===== src/rtl/find_controller_if.sv =====
// Result stream from find_controller to the host-side register/bus logic.
// A word moves when o_valid and i_ready are both high on a rising clock edge.
// o_last marks the final word of a result.
interface find_controller_if #(
  parameter int DATA_WIDTH = 32
);
  logic [DATA_WIDTH-1:0] o_data;
  logic                  o_valid;
  logic                  o_last;
  logic                  i_ready;

  modport master (output o_data, output o_valid, output o_last, input i_ready);
  modport slave  (input  o_data, input  o_valid, input  o_last, output i_ready);
endinterface


===== src/rtl/find_controller.sv =====
// Run controller and result serializer for one find search core.
// While idle, the core is held in reset. A start request gives the core a
// clean reset of RST_CYCLES cycles and then runs it. The block counts the
// cycles until the core reports done. It then latches the best sequence and
// its energy, and streams three words: seq, energy, cycle count (last).
// Optional feature macro: FIND_CTRL_TIMEOUT_EN aborts a run after
// TIMEOUT_CYCLES and flags the result with o_timeout.
module find_controller #(
  parameter int SEQ_WIDTH      = 8,
  parameter int E_WIDTH        = 20,
  parameter int CNT_WIDTH      = 32,
  parameter int DATA_WIDTH     = 32,
  parameter int RST_CYCLES     = 4,
  parameter int TIMEOUT_CYCLES = 2**24
) (
  input  logic                 clk,
  input  logic                 rst_n,
  input  logic                 i_start,
  output logic                 o_busy,
  output logic                 o_find_rst,
  input  logic [SEQ_WIDTH-1:0] i_seq,
  input  logic [E_WIDTH-1:0]   i_e,
  input  logic                 i_done,
  output logic                 o_timeout,
  find_controller_if.master    m_out
);

  localparam int RCW = $clog2(RST_CYCLES + 1);

  typedef enum logic [1:0] {S_IDLE, S_RESET, S_RUN, S_EMIT} state_t;

  state_t                r_state, w_state_nxt;
  logic [RCW-1:0]        r_rst_cnt, w_rst_cnt_nxt;
  logic [CNT_WIDTH-1:0]  r_cnt, w_cnt_nxt, w_cnt_inc;
  logic [E_WIDTH-1:0]    r_e, w_e_nxt;
  logic [1:0]            r_idx, w_idx_nxt;
  logic [DATA_WIDTH-1:0] r_data, w_data_nxt;
  logic                  r_valid, w_valid_nxt;
  logic                  r_last, w_last_nxt;
  logic                  r_busy, w_busy_nxt;
  logic                  r_find_rst, w_find_rst_nxt;
  logic                  w_xfer;

  // Core outputs, registered once. Done is only taken while RUN is active, so
  // a stale done left over from the previous run (seen during RESET) is dropped.
  logic                  r_done;
  logic [SEQ_WIDTH-1:0]  r_seq_in;
  logic [E_WIDTH-1:0]    r_e_in;

`ifdef FIND_CTRL_TIMEOUT_EN
  logic                  r_timeout, w_timeout_nxt;
`else
  logic                  w_unused_timeout;
  assign w_unused_timeout = ^32'(TIMEOUT_CYCLES);
`endif

  assign w_xfer    = r_valid & m_out.i_ready;
  // Run-length counter saturates at all-ones instead of wrapping.
  assign w_cnt_inc = (&r_cnt) ? r_cnt : r_cnt + CNT_WIDTH'(1);

  // Input capture stage for the core's done flag and its result.
  always_ff @(posedge clk or negedge rst_n) begin
    if (!rst_n) begin
      r_done   <= 1'b0;
      r_seq_in <= '0;
      r_e_in   <= '0;
    end else begin
      r_done   <= (r_state == S_RUN) & i_done;
      r_seq_in <= i_seq;
      r_e_in   <= i_e;
    end
  end

  // Next-state and next-output logic. Every output is computed here and
  // registered below, so the outputs never glitch.
  always_comb begin
    w_state_nxt   = r_state;
    w_rst_cnt_nxt = r_rst_cnt;
    w_cnt_nxt     = r_cnt;
    w_e_nxt       = r_e;
    w_idx_nxt     = r_idx;
    w_data_nxt    = r_data;
    w_valid_nxt   = r_valid;
    w_last_nxt    = r_last;
`ifdef FIND_CTRL_TIMEOUT_EN
    w_timeout_nxt = r_timeout;
`endif
    case (r_state)
      S_IDLE: begin
        w_valid_nxt = 1'b0;
        if (i_start) begin
          w_state_nxt   = S_RESET;
          w_rst_cnt_nxt = '0;
`ifdef FIND_CTRL_TIMEOUT_EN
          w_timeout_nxt = 1'b0;
`endif
        end
      end
      S_RESET: begin
        if (r_rst_cnt == RCW'(RST_CYCLES)) begin
          w_state_nxt = S_RUN;
          w_cnt_nxt   = '0;
        end else begin
          w_rst_cnt_nxt = r_rst_cnt + RCW'(1);
        end
      end
      S_RUN: begin
        // Done takes priority over the timeout threshold.
        if (r_done) begin
          w_state_nxt = S_EMIT;
          w_e_nxt     = r_e_in;
          w_idx_nxt   = 2'd0;
          w_data_nxt  = DATA_WIDTH'(r_seq_in);
          w_valid_nxt = 1'b1;
          w_last_nxt  = 1'b0;
        end
`ifdef FIND_CTRL_TIMEOUT_EN
        else if (r_cnt == CNT_WIDTH'(TIMEOUT_CYCLES)) begin
          w_state_nxt   = S_EMIT;
          w_e_nxt       = r_e_in;
          w_idx_nxt     = 2'd0;
          w_data_nxt    = DATA_WIDTH'(r_seq_in);
          w_valid_nxt   = 1'b1;
          w_last_nxt    = 1'b0;
          w_timeout_nxt = 1'b1;
        end
`endif
        else begin
          w_cnt_nxt = w_cnt_inc;
        end
      end
      S_EMIT: begin
        // Advance only on a transfer; otherwise data/last hold.
        if (w_xfer) begin
          case (r_idx)
            2'd0: begin
              w_idx_nxt  = 2'd1;
              w_data_nxt = DATA_WIDTH'(r_e);
            end
            2'd1: begin
              w_idx_nxt  = 2'd2;
              w_data_nxt = DATA_WIDTH'(r_cnt);
              w_last_nxt = 1'b1;
            end
            default: begin
              w_state_nxt = S_IDLE;
              w_idx_nxt   = 2'd0;
              w_data_nxt  = '0;
              w_valid_nxt = 1'b0;
              w_last_nxt  = 1'b0;
            end
          endcase
        end
      end
      default: w_state_nxt = S_IDLE;
    endcase
    w_busy_nxt     = (w_state_nxt != S_IDLE);
    w_find_rst_nxt = (w_state_nxt != S_RUN);
  end

  // State and output registers.
  always_ff @(posedge clk or negedge rst_n) begin
    if (!rst_n) begin
      r_state    <= S_IDLE;
      r_rst_cnt  <= '0;
      r_cnt      <= '0;
      r_e        <= '0;
      r_idx      <= 2'd0;
      r_data     <= '0;
      r_valid    <= 1'b0;
      r_last     <= 1'b0;
      r_busy     <= 1'b0;
      r_find_rst <= 1'b1;
    end else begin
      r_state    <= w_state_nxt;
      r_rst_cnt  <= w_rst_cnt_nxt;
      r_cnt      <= w_cnt_nxt;
      r_e        <= w_e_nxt;
      r_idx      <= w_idx_nxt;
      r_data     <= w_data_nxt;
      r_valid    <= w_valid_nxt;
      r_last     <= w_last_nxt;
      r_busy     <= w_busy_nxt;
      r_find_rst <= w_find_rst_nxt;
    end
  end

`ifdef FIND_CTRL_TIMEOUT_EN
  // Abort flag for the current result. It is cleared when the next run starts.
  always_ff @(posedge clk or negedge rst_n) begin
    if (!rst_n) r_timeout <= 1'b0;
    else        r_timeout <= w_timeout_nxt;
  end
  assign o_timeout = r_timeout;
`else
  assign o_timeout = 1'b0;
`endif

  assign o_busy        = r_busy;
  assign o_find_rst    = r_find_rst;
  assign m_out.o_data  = r_data;
  assign m_out.o_valid = r_valid;
  assign m_out.o_last  = r_last;

endmodule


===== src/flat_wrapper.sv =====
// flat-port wrapper written by rule: the top's interface ports become plain ports
module find_controller_flat 
#(
  parameter int SEQ_WIDTH      = 8,
  parameter int E_WIDTH        = 20,
  parameter int CNT_WIDTH      = 32,
  parameter int DATA_WIDTH     = 32,
  parameter int RST_CYCLES     = 4,
  parameter int TIMEOUT_CYCLES = 2**24
)
  (clk, rst_n, i_start, o_busy, o_find_rst, i_seq, i_e, i_done, o_timeout, m_out_o_data, m_out_o_valid, m_out_o_last, m_out_i_ready);
  find_controller_if #(.DATA_WIDTH(DATA_WIDTH)) m_out_i ();
  input  logic clk;
  input  logic rst_n;
  input  logic i_start;
  output logic o_busy;
  output logic o_find_rst;
  input  logic [SEQ_WIDTH-1:0] i_seq;
  input  logic [E_WIDTH-1:0] i_e;
  input  logic i_done;
  output logic o_timeout;
  output wire logic [$bits(m_out_i.o_data)-1:0] m_out_o_data;
  output wire logic [$bits(m_out_i.o_valid)-1:0] m_out_o_valid;
  output wire logic [$bits(m_out_i.o_last)-1:0] m_out_o_last;
  input wire logic [$bits(m_out_i.i_ready)-1:0] m_out_i_ready;
  assign m_out_o_data = m_out_i.o_data;
  assign m_out_o_valid = m_out_i.o_valid;
  assign m_out_o_last = m_out_i.o_last;
  assign m_out_i.i_ready = m_out_i_ready;
  find_controller #(.SEQ_WIDTH(SEQ_WIDTH), .E_WIDTH(E_WIDTH), .CNT_WIDTH(CNT_WIDTH), .DATA_WIDTH(DATA_WIDTH), .RST_CYCLES(RST_CYCLES), .TIMEOUT_CYCLES(TIMEOUT_CYCLES)) u_core (.clk(clk), .rst_n(rst_n), .i_start(i_start), .o_busy(o_busy), .o_find_rst(o_find_rst), .i_seq(i_seq), .i_e(i_e), .i_done(i_done), .o_timeout(o_timeout), .m_out(m_out_i));
endmodule

===== config.mk =====
export PLATFORM = sky130hd
export DESIGN_NAME = find_controller_flat
export DESIGN_NICKNAME = d
export VERILOG_FILES = /design/src/rtl/find_controller_if.sv /design/src/rtl/find_controller.sv /design/src/flat_wrapper.sv
export SDC_FILE = /design/constraint.sdc
export NUM_CORES = 1
export LEC_CHECK = 0
export BUFFER_PORTS_ARGS = -buffer_cell sky130_fd_sc_hd__buf_2
export CAP_MARGIN = 20
export CORE_MARGIN = 10
export CORE_UTILIZATION = 62
export DETAILED_ROUTE_END_ITERATION = 12
export GPL_TIMING_DRIVEN = 1
export PLACE_DENSITY = 0.92
export SLEW_MARGIN = 20
export SYNTH_ARGS = -nofsm -noshare
export SYNTH_HDL_FRONTEND = slang
export SYNTH_SLANG_ARGS = --single-unit

===== constraint.sdc =====
create_clock -name clk -period 4.5 [get_ports clk]
set_clock_uncertainty 0.1 [all_clocks]
set_input_delay 0.675 -clock clk [delete_from_list [all_inputs] [get_ports clk]]
set_output_delay 0.675 -clock clk [all_outputs]
set_load 0.05 [all_outputs]

==> load_flow_metrics.sql <==
INSERT INTO impl_metrics (metric_group, metric, value, unit) VALUES
('synthesis', 'avgSynthCellArea', '10.9', 'um^2'),
('layout', 'mostFrequentLayoutCell', 'sky130_fd_sc_hd__dfrtp_1', ''),
('synthesis', 'count_of_flip_flops_with_a_built_in_enable_after_synthesis', '0', ''),
('floorplan', 'fp.coreArea', '8340', 'um^2'),
('sta', 'worst_slew_pin_slew', '1.02', 'ns'),
('worst_setup_path', 'worst-setup-path-type', 'reg -> reg', ''),
('cts', 'cts_inserted_buffers', '17', ''),
('sta', 'timing.final.setup_violations', '0', ''),
('synthesis', 'synthesis.instances', '493', ''),
('routing', 'antenna_left', '0', ''),
('layout', 'flow.area_growth_from_synthesis', '17.4', '%'),
('pwr', 'p_per_area', '573', 'nW/um^2'),
('grt', 'first_global_vias', '4344', ''),
('synthesis', 'synth-seq-cells', '124', ''),
('synthesis', 'synthesis.nets', '529', ''),
('grt', 'grt_pass1_wl', '22300', 'um'),
('sta', 'final.min_clock_period', '2.97', 'ns'),
('routing', 'routed_via_density', '6.40', ''),
('cts', 'worstSkewPairLatency', '0.52', 'ns'),
('floorplan', 'fp-row-count', '33', ''),
('synthesis', 'synth_warnings', '0', ''),
('grt', 'globalRouteOverflowTotal', '0', ''),
('floorplan', 'start_util', '0.644', ''),
('cts', 'path_clk_slew', '0.06', 'ns'),
('worst_setup_path', 'cp_data_required_time', '4.76', 'ns'),
('synthesis', 'asyncSetResetFlopFracSynth', '1.00', ''),
('grt', 'number_of_antenna_violations_at_the_first_check_in_global_routing', '0', ''),
('cts', 'number_of_gates_resized_after_cts', '0', ''),
('worst_setup_path', 'cp_max_fanout', '16', ''),
('cts', 'htreeDepth', '4', ''),
('floorplan', 'io_pins', '70', ''),
('sta', 'final.setup.tns', '0', 'ns'),
('cts', 'cts.sinks', '124', ''),
('placement', 'io_port_bufs', '68', ''),
('synthesis', 'synthFlopType', 'sky130_fd_sc_hd__dfrtp_1', ''),
('cts', 'ctsHoldBuffers', '0', ''),
('layout', 'most-common-layout-cells', 'sky130_fd_sc_hd__dfrtp_1 (123), sky130_fd_sc_hd__nand2_1 (87), sky130_fd_sc_hd__buf_2 (67)', ''),
('cts', 'cell_at_the_root_of_the_clock_tree', 'sky130_fd_sc_hd__clkbuf_8', ''),
('run', 'maxCapViolations', '0', ''),
('cts', 'cts_tree', 'done', ''),
('cts', 'cts.path.max_buffers', '2', ''),
('sta', 'pins_over_their_slew_limit', '0', ''),
('min_path', 'hold_class', 'in -> async', ''),
('sta', 'finalHoldWorstSlack', '0.0963', 'ns'),
('sta', 'relative_slew_slack', '0.317', ''),
('synthesis', 'synthesis.area', '5370', 'um^2'),
('routing', 'routed_len_inst', '20.2', 'um'),
('layout', 'drive_gt1_frac', '0.231', ''),
('floorplan', 'chipWidth', '113', 'um'),
('placement', 'detailed_place_hpwl', '8430', 'um'),
('floorplan', 'dieArea', '12800', 'um^2'),
('pwr', 'ir_drop', '0.000401', 'V'),
('floorplan', 'die_h', '113', 'um'),
('placement', 'finalWeightedCongestion', '0.888', ''),
('sta', 'fin_crit_sh', '0.659', ''),
('routing', 'drc', '0', ''),
('worst_setup_path', 'arrival', '3.23', 'ns'),
('routing', 'first_pass_iteration_count_of_the_detailed_router', '5', ''),
('pwr', 'p_leak', '2.98', 'nW'),
('worst_setup_path', 'critical_path.endpoint_type', 'register', ''),
('layout', 'fill_cells', '503', ''),
('grt', 'grt.total_usage', '0.215', ''),
('grt', 'grt_start_max_net_pins', '69', ''),
('sta', 'setup_repair_after_global_routing_missed_its_margin', 'no', ''),
('sta', 'hold_viol', '0', ''),
('sta', 'max_freq', '337', 'MHz'),
('routing', 'vias', '4277', ''),
('layout', 'antennaDiodeCount', '0', ''),
('routing', 'detail_route.wirelength', '13500', 'um'),
('routing', 'first_iter_violations', '544', ''),
('worst_setup_path', 'setup.worst_path.start_class', 'register', ''),
('cts', 'post_cts_setup_buffers', '0', ''),
('layout', 'multiInputGateArea', '2110', 'um^2'),
('synthesis', 'synth.distinct_cells', '51', ''),
('synthesis', 'ys_seq_area_frac', '0.578', ''),
('layout', 'ff_latch_area', '3100', 'um^2'),
('status', 'run_status', 'finished, final reports clean', ''),
('layout', 'final_nets', '588', '');
[synth_stat cells, types with 2 or more instances]
library cell                instances  area share
sky130_fd_sc_hd__a2111oi_0          2      0.0033
sky130_fd_sc_hd__a21o_1             2      0.0028
sky130_fd_sc_hd__a21oi_1           16       0.015
sky130_fd_sc_hd__a22o_1             2      0.0033
sky130_fd_sc_hd__a31o_2             2      0.0033
sky130_fd_sc_hd__a31oi_1            9       0.010
sky130_fd_sc_hd__a32o_1             2      0.0037
sky130_fd_sc_hd__a41oi_1            2      0.0033
sky130_fd_sc_hd__and2_1             4      0.0047
sky130_fd_sc_hd__and3_1            11       0.013
sky130_fd_sc_hd__and4_1             2      0.0033
sky130_fd_sc_hd__buf_1              3      0.0021
sky130_fd_sc_hd__buf_2              4      0.0037
sky130_fd_sc_hd__buf_4              3      0.0042
sky130_fd_sc_hd__clkbuf_1          18       0.013
sky130_fd_sc_hd__clkbuf_2           2      0.0019
sky130_fd_sc_hd__dfrtp_1          123        0.57
sky130_fd_sc_hd__ha_1               3      0.0070
sky130_fd_sc_hd__inv_1              7      0.0049
sky130_fd_sc_hd__mux2_2            21       0.044
sky130_fd_sc_hd__mux2i_1           33       0.061
sky130_fd_sc_hd__nand2_1           88       0.061
sky130_fd_sc_hd__nand3_1           15       0.014
sky130_fd_sc_hd__nand4_1           17       0.020
sky130_fd_sc_hd__nor2_1            19       0.013
sky130_fd_sc_hd__nor2b_1            2      0.0023
sky130_fd_sc_hd__nor3_1             4      0.0037
sky130_fd_sc_hd__nor4_4             2      0.0079
sky130_fd_sc_hd__o211ai_1           5      0.0070
sky130_fd_sc_hd__o21ai_0           33       0.031
sky130_fd_sc_hd__o31ai_1           17       0.024
[flip-flops by register name, summed over array words and instances, names as in the netlist, 2 cells and up]
register,cells
u_core.r_state,2
u_core.r_e_in,20
u_core.r_cnt,32
u_core.r_e,20
u_core.r_rst_cnt,3
u_core.r_seq_in,8
u_core.m_out.o_data,32
u_core.r_idx,2
[cells by family after synthesis]
family / count (synthesis) / share of synthesized area
other: 1 / 0.000698
buffers and inverters: 38 / 0.0314
AO/OA/AOI/OAI: 98 / 0.115
multiplexers: 54 / 0.106
adder cells (fa/ha/maj): 3 / 0.00699
AND/OR/NAND/NOR: 175 / 0.162
flip-flops: 124 / 0.578
[stage by stage]
stage | cells | total power, mW | setup slack (ns) | utilization | instance area [um^2]
after global routing | 668 | 3.75 | 1.40 | 0.756 | 6300
final | 668 | 3.61 | 1.53 | 0.756 | 6300
after global placement | 638 | 2.21 | 2.07 | 0.687 | 5730
after detailed placement | 638 | 2.26 | 1.91 | 0.687 | 5730
after floorplan | 493 | 2.04 | 2.37 | - | 5370
after CTS | 668 | 3.60 | 1.72 | 0.755 | 6300
[final timing paths]
| path | from | to | slack [ns] | cells after the start |
|---|---|---|---|---|
| worst max register to register | u_core.r_state[0] | u_core.r_cnt[5] | 1.53 | 5 |
| worst min-delay path | rst_n | u_core.m_out.o_data[15] | 0.1 | 1 |
| worst max-delay path | u_core.r_state[0] | u_core.r_cnt[5] | 1.53 | 5 |
| max in group asynchronous | rst_n | u_core.m_out.o_data[9] | 3.25 | 2 |
| min in group clk | i_e[1] | u_core.r_e_in[1] | 0.15 | 1 |
| worst min register to register | u_core.m_out.o_data[30] | u_core.m_out.o_data[30] | 0.38 | 2 |
[critical path: stages, from the launching register on]
cell and delay (ns):
sky130_fd_sc_hd__dfrtp_1 0.53, sky130_fd_sc_hd__nor2b_1 0.59, sky130_fd_sc_hd__nand2_1 0.21, sky130_fd_sc_hd__a21oi_2 0.64, sky130_fd_sc_hd__or2_0 0.53, sky130_fd_sc_hd__a31oi_1 0.20
[per-layer routing]
| layer | share of wire | GRT usage |
|---|---|---|
| met1 | 0.39 | 0.252 |
| met2 | 0.50 | 0.368 |
| met3 | 0.078 | 0.0608 |
| met4 | 0.028 | 0.0761 |
| met5 | 0 | 0 |
[area by class of cell]
| type | count | area share |
|---|---|---|
| Sequential cell | 124 | 0.492 |
| Multi-Input combinational cell | 331 | 0.334 |
| Clock buffer | 22 | 0.0719 |
| Timing Repair Buffer | 71 | 0.0580 |
| Tap cell | 105 | 0.0208 |
| Clock inverter | 8 | 0.0187 |
| Inverter | 7 | 0.00417 |
[power by group]
part / switching (mW) / internal (mW)
Sequential: 0.170 / 1.29
Combinational: 0.561 / 0.272
Clock: 0.457 / 0.862
Total: 1.19 / 2.42
Power figures use the tool's default switching activity.
